## config.mk

```make
export PLATFORM = sky130hd
export DESIGN_NAME = phase_step_arbiter
export DESIGN_NICKNAME = d
export VERILOG_FILES = /design/src/rtl/phase_step_arbiter.sv
export SDC_FILE = /design/constraint.sdc
export NUM_CORES = 1
export LEC_CHECK = 0
export ABC_AREA = 1
export BUFFER_PORTS_ARGS = -buffer_cell sky130_fd_sc_hd__buf_2
export CORE_UTILIZATION = 50
export CTS_BUF_LIST = sky130_fd_sc_hd__clkbuf_16
export DETAILED_ROUTE_END_ITERATION = 16
export PLACE_DENSITY_LB_ADDON = 0.25
export SETUP_SLACK_MARGIN = 0.15
export SYNTH_ARGS = -nofsm -noshare
export SYNTH_HDL_FRONTEND = slang
export SYNTH_SLANG_ARGS = --single-unit
```

## constraint.sdc

```tcl
create_clock -name clk -period 2.52 [get_ports clk]
set_clock_uncertainty 0.2 [all_clocks]
set_input_delay 0.504 -clock clk [delete_from_list [all_inputs] [get_ports clk]]
set_output_delay 0.504 -clock clk [all_outputs]
set_load 0.005 [all_outputs]
```

## src/rtl/phase_step_arbiter.sv

```systemverilog
// Round-robin owner of a shared 3-phase stepping register (00->01->10->00) for NREQ clients.
// Latency: 1 cycle from sampled req to registered gnt; phase/phase_wrap update 1 cycle after step.
// Backpressure: tenure ends on req drop or MAX_HOLD cycles, followed by GAP cooldown cycles with no grant.
module phase_step_arbiter #(
    parameter int NREQ     = 4,
    parameter int MAX_HOLD = 8,
    parameter int GAP      = 1
) (
    input  logic                      clk,
    input  logic                      rst_n,
    input  logic [NREQ-1:0]           req,
    input  logic [NREQ-1:0]           step,
    output logic [NREQ-1:0]           gnt,
    output logic                      gnt_valid,
    output logic [$clog2(NREQ)-1:0]   gnt_id,
    output logic [1:0]                phase,
    output logic                      phase_wrap,
    output logic                      timeout
);

    localparam int IDW = $clog2(NREQ);
    localparam int HW  = $clog2(MAX_HOLD + 1);
    localparam int CW  = $clog2(GAP + 1);

    localparam logic [IDW-1:0] LAST_ID   = IDW'(NREQ - 1);
    localparam logic [HW-1:0]  HOLD_LAST = HW'(MAX_HOLD - 1);
    localparam logic [CW-1:0]  COOL_LAST = CW'(GAP - 1);

    typedef enum logic [1:0] {
        IDLE  = 2'b00,
        GRANT = 2'b01,
        COOL  = 2'b10
    } ctrl_t;

    ctrl_t           ctrl;
    logic [IDW-1:0]  ptr;
    logic [HW-1:0]   hold_cnt;
    logic [CW-1:0]   cool_cnt;

    logic            found;
    logic [IDW-1:0]  pick;
    logic [IDW-1:0]  cand;
    logic [NREQ-1:0] pick_oh;
    logic [IDW-1:0]  next_ptr;
    int              sum;

    assign gnt_valid = |gnt;

    // Pointer advances past the current grantee so it goes to the back of the line.
    assign next_ptr = (gnt_id == LAST_ID) ? '0 : gnt_id + IDW'(1);

    // Round-robin search: first requesting index at or after ptr, wrapping modulo NREQ.
    always_comb begin
        found   = 1'b0;
        pick    = '0;
        cand    = '0;
        sum     = 0;
        pick_oh = '0;
        for (int i = 0; i < NREQ; i++) begin
            sum = int'(ptr) + i;
            if (sum >= NREQ) begin
                sum = sum - NREQ;
            end
            cand = IDW'(sum);
            if (!found && req[cand]) begin
                found = 1'b1;
                pick  = cand;
            end
        end
        pick_oh[pick] = found;
    end

    // Controller, phase register and pulse outputs, all registered together.
    always_ff @(posedge clk) begin
        if (!rst_n) begin
            ctrl       <= IDLE;
            gnt        <= '0;
            gnt_id     <= '0;
            phase      <= 2'b00;
            phase_wrap <= 1'b0;
            timeout    <= 1'b0;
            ptr        <= '0;
            hold_cnt   <= '0;
            cool_cnt   <= '0;
        end else begin
            phase_wrap <= 1'b0;
            timeout    <= 1'b0;
            case (ctrl)
                IDLE: begin
                    if (found) begin
                        ctrl     <= GRANT;
                        gnt      <= pick_oh;
                        gnt_id   <= pick;
                        hold_cnt <= '0;
                    end
                end
                GRANT: begin
                    // Only the grantee may advance the phase; a step on the exit edge still counts.
                    if (step[gnt_id]) begin
                        case (phase)
                            2'b00:   phase <= 2'b01;
                            2'b01:   phase <= 2'b10;
                            2'b10: begin
                                phase      <= 2'b00;
                                phase_wrap <= 1'b1;
                            end
                            default: phase <= 2'b00;
                        endcase
                    end
                    if (!req[gnt_id]) begin
                        ctrl     <= COOL;
                        gnt      <= '0;
                        ptr      <= next_ptr;
                        cool_cnt <= '0;
                    end else if (hold_cnt == HOLD_LAST) begin
                        ctrl     <= COOL;
                        gnt      <= '0;
                        ptr      <= next_ptr;
                        cool_cnt <= '0;
                        timeout  <= 1'b1;
                    end else begin
                        hold_cnt <= hold_cnt + HW'(1);
                    end
                end
                COOL: begin
                    if (cool_cnt == COOL_LAST) begin
                        ctrl <= IDLE;
                    end else begin
                        cool_cnt <= cool_cnt + CW'(1);
                    end
                end
                default: begin
                    ctrl <= IDLE;
                    gnt  <= '0;
                end
            endcase
        end
    end

endmodule

```

==> summary.md <==
| Metric | Value |
|---|---|
| Largest cells by area after synthesis | dfxtp_1, nand2_1, a21oi_1, nor2_1, nand3_1 |
| Via/cell ratio | 5.26 |
| R2R depth | 10 |
| Starting DRT DRC Count | 23 |
| CTS sink cnt | 18 |
| GR Layer Usage met3 | ~4.0% |
| DRC | 0 |
| Slew headroom | roughly 65% |
| Crit path time final | between 1.5 and 2 ns |
| Clk pin slew, worst setup/hold paths | ~0.05 ns |
| R2R Setup Slk | ~0.65 ns |
| CP endpoint kind | output port |
| Seq/Total Area, Yosys | a little under a third |
| Dpl hpwl | 2030 um |
| Fin. Hold Viols | 0 |
| Worst path required time | ~1.8 ns |
| Arrival time at the worst endpoint | between 1 and 1.5 ns |
| Synth top area share | a little under a third |
| Initial antenna violation count | 0 |
| Antenna Nets Post-Route | 0 |
| PD cells | ~1200 nW/um^2 |
| Reg2reg end | hold_cnt[3] |
| H-tree lvl count | 1 |
| WP depth | 2 |
| Top delay family on crit path | simple AND/OR/NAND/NOR gates |
| Critical path type | register to output port |
| Final setup TNS | 0 ns |
| Post-synth ARST share | 0% |
| Clock latency on the worst-skew pair | 0.25 ns |
| Worst Path Max Fanout | 3 |
| DR pass1 iterations | 4 |
| CTS tree | done |
| CTS Buf Count | 3 |
| Hold-fix buffers at CTS | 0 |
| Post-synth net total | 187 |
| Total die area | approximately 2500 sq um |
| RSZ-0062 raised after global routing | no |
| CP Buf/Inv Count | 1 |
| Post-synth EDFFs | 0 |
| Worst path max stage delay | roughly 0.50 ns |
| Routed Wire Length | between 2000 and 3000 um |
| RePlAce Congestion | just over 0.8 |
| P_leak | about 0.66 nW |
| Worst vdd ir | 0.789 mV |
| First-pass GRT wire length | roughly 4400 um |
| Layout area overhead | 16.5% |
| Grt total ovfl | 0 |
| Most common cell in the netlist | nand2_1 |
| Initial core utilization | 55.5% |
| Status | finished, final reports clean |
| Max Cap Viol | 0 |
| Nets | about 210 |
| Buffers on Ports | 20 |
| Hold Worst Slack | ~0.28 ns |
| Largest net degree at the start of global routing | 16 |
| Synthesized area | 1140 sq um |
| Slew Limit Fails | 0 |
| Antenna diode count | 0 |
| Endpoints failing setup | 0 |
| Worst-path cell chain | or4_1 > buf_2 |
| Max Root-Sink Buffers | 2 |
| Crit start category | register |
| Crit share post-route | between 70% and 80% |
| GRT met2 Usage | approximately two fifths |
| Syn_area_per_cell | 6.54 sq um |
| Cells after Synth | about 180 |
| Most used DFF post-synth | dfxtp_1 |
| Synth cell types | 28 |
| I/O pins | 21 |
| Routed vias | between 1000 and 1500 |
| Post-synth top cells | nand2_1, nor2_1, dfxtp_1 |
| Most crowded layer after global routing | met2 |
| Maximum clock frequency | ~520 MHz |
| DIE WIDTH | ~50 um |
| Yosys warns | 0 |
| GR Util met1 | about 25% |
| Row Count | 16 |
| Core Util, Final | 64.7% |
| Gr usage total | between 20% and 30% |
| CP max-delay cell | or4_1 |
| Ratio of cells with drive above 1 in the final layout | around 22% |
| Worst Setup SP | gnt[0] |
| PostCTS Resize Cnt | 0 |
| Total core area | just over 2000 sq um |
| Slew @ Worst Pin | approximately 0.53 ns |
| Clock Tree Root | clkbuf_16 |
| CP Capture Point | gnt_valid |
| Routed WL per cell | around 12 um |
| HP Class | register to register |
| Vias in the first global route | between 1000 and 1500 |
| Largest area contributor in the netlist | dfxtp_1 |
| Synthesized flop and latch total | 18 |
| Die height | 49.9 um |
| Post-CTS Setup Inserts | 0 |
| R2r startpoint | ptr[0] |
-- kinds of logic (layout without fill, tap and decap cells) --
kind of cell / count (synthesis) / in the layout / share of synthesized area, %
AO/OA/AOI/OAI: 26 / 26 / 12.1
XOR/XNOR: 1 / 1 / 0.765
adder cells (fa/ha/maj): 2 / 2 / 2.19
buffers and inverters: 23 / 44 / 9.18
flip-flops: 18 / 18 / 31.5
AND/OR/NAND/NOR: 105 / 105 / 44.3
-- worst register-to-register path, stage by stage (launching register included) --
cell and delay [ns]:
dfxtp_1 0.41, buf_4 0.19, nand2_1 0.06, nand2_1 0.11, nor2_2 0.06, nor2_1 0.17, nand3_2 0.12, nand2_4 0.13
nand2_2 0.10, a21oi_1 0.15, nor2_1 0.06
-- state kept, by name, indices dropped and copies added (netlist names) --
| signal | flops |
|---|---|
| gnt | 4 |
| hold_cnt | 4 |
| ctrl | 2 |
| gnt_id | 2 |
| phase | 2 |
| ptr | 2 |
| phase_wrap | 1 |
| timeout | 1 |
-- layout by cell type, fill, tap and decap left out --
cell type and n:
nand3_1 13, nor4_1 2, nor2_2 1, clkbuf_16 3, clkinv_1 1, dfxtp_1 18, buf_4 1, nor2_4 3
and3_1 1, nand3_2 1, inv_4 1, inv_2 2, ha_1 2, nand4_1 3, buf_2 20, a211oi_1 2
nand2_2 7, nand2_4 3, or4_1 1, o21ai_0 5, xor2_1 1, nand2_1 50, o22ai_1 1, nor3_2 1
nor2_1 19, o21ai_1 2, a21oi_1 15, a21boi_1 1, inv_1 16
-- metal layers --
metal	vias up	routed length (um)	part of all wire, %
met5	-	0	0
met4	0	68	2.7
li1	610	-	-
met2	25	1310	51
met3	9	74	2.9
met1	530	1110	43
-- power breakdown --
| part | internal (mW) | switching, mW |
|---|---|---|
| clock network | 0.211 | 0.110 |
| registers | 0.357 | 0.0765 |
| logic | 0.312 | 0.590 |
-- stage by stage --
stage,power [mW],setup WS [ns],cell area [sq um],std cells
2_1_floorplan,1.15,0.827,1140,175
3_3_place_gp,1.30,0.584,1250,219
3_5_place_dp,1.33,0.539,1250,219
4_1_cts,1.66,0.609,1330,223
5_1_grt,1.80,0.522,1330,223
6_report,1.66,0.613,1330,223
-- area by class of cell --
| type | count | area [sq um] |
|---|---|---|
| clock inverter | 1 | 3.75 |
| fill | 190 | 728 |
| timing repair buffer | 21 | 108 |
| inverter | 19 | 73.8 |
| multi-input combinational | 134 | 679 |
| sequential | 18 | 360 |
| clock buffer | 3 | 75.1 |
| tap | 27 | 33.8 |
-- worst min-delay path by stage --
stage             endpoint  depth (start not counted)         from  slack (ns)
6_report            gnt[0]                          2       gnt[0]        0.28
5_1_grt             gnt[2]                          2       gnt[2]        0.32
4_1_cts             gnt[1]                          2       gnt[1]        0.28
3_5_place_dp        gnt[1]                          2       gnt[1]        0.27
3_3_place_gp        gnt[2]                          2       gnt[2]        0.26
2_1_floorplan  hold_cnt[2]                          2  hold_cnt[2]        0.27
Power figures use the tool's default switching activity.
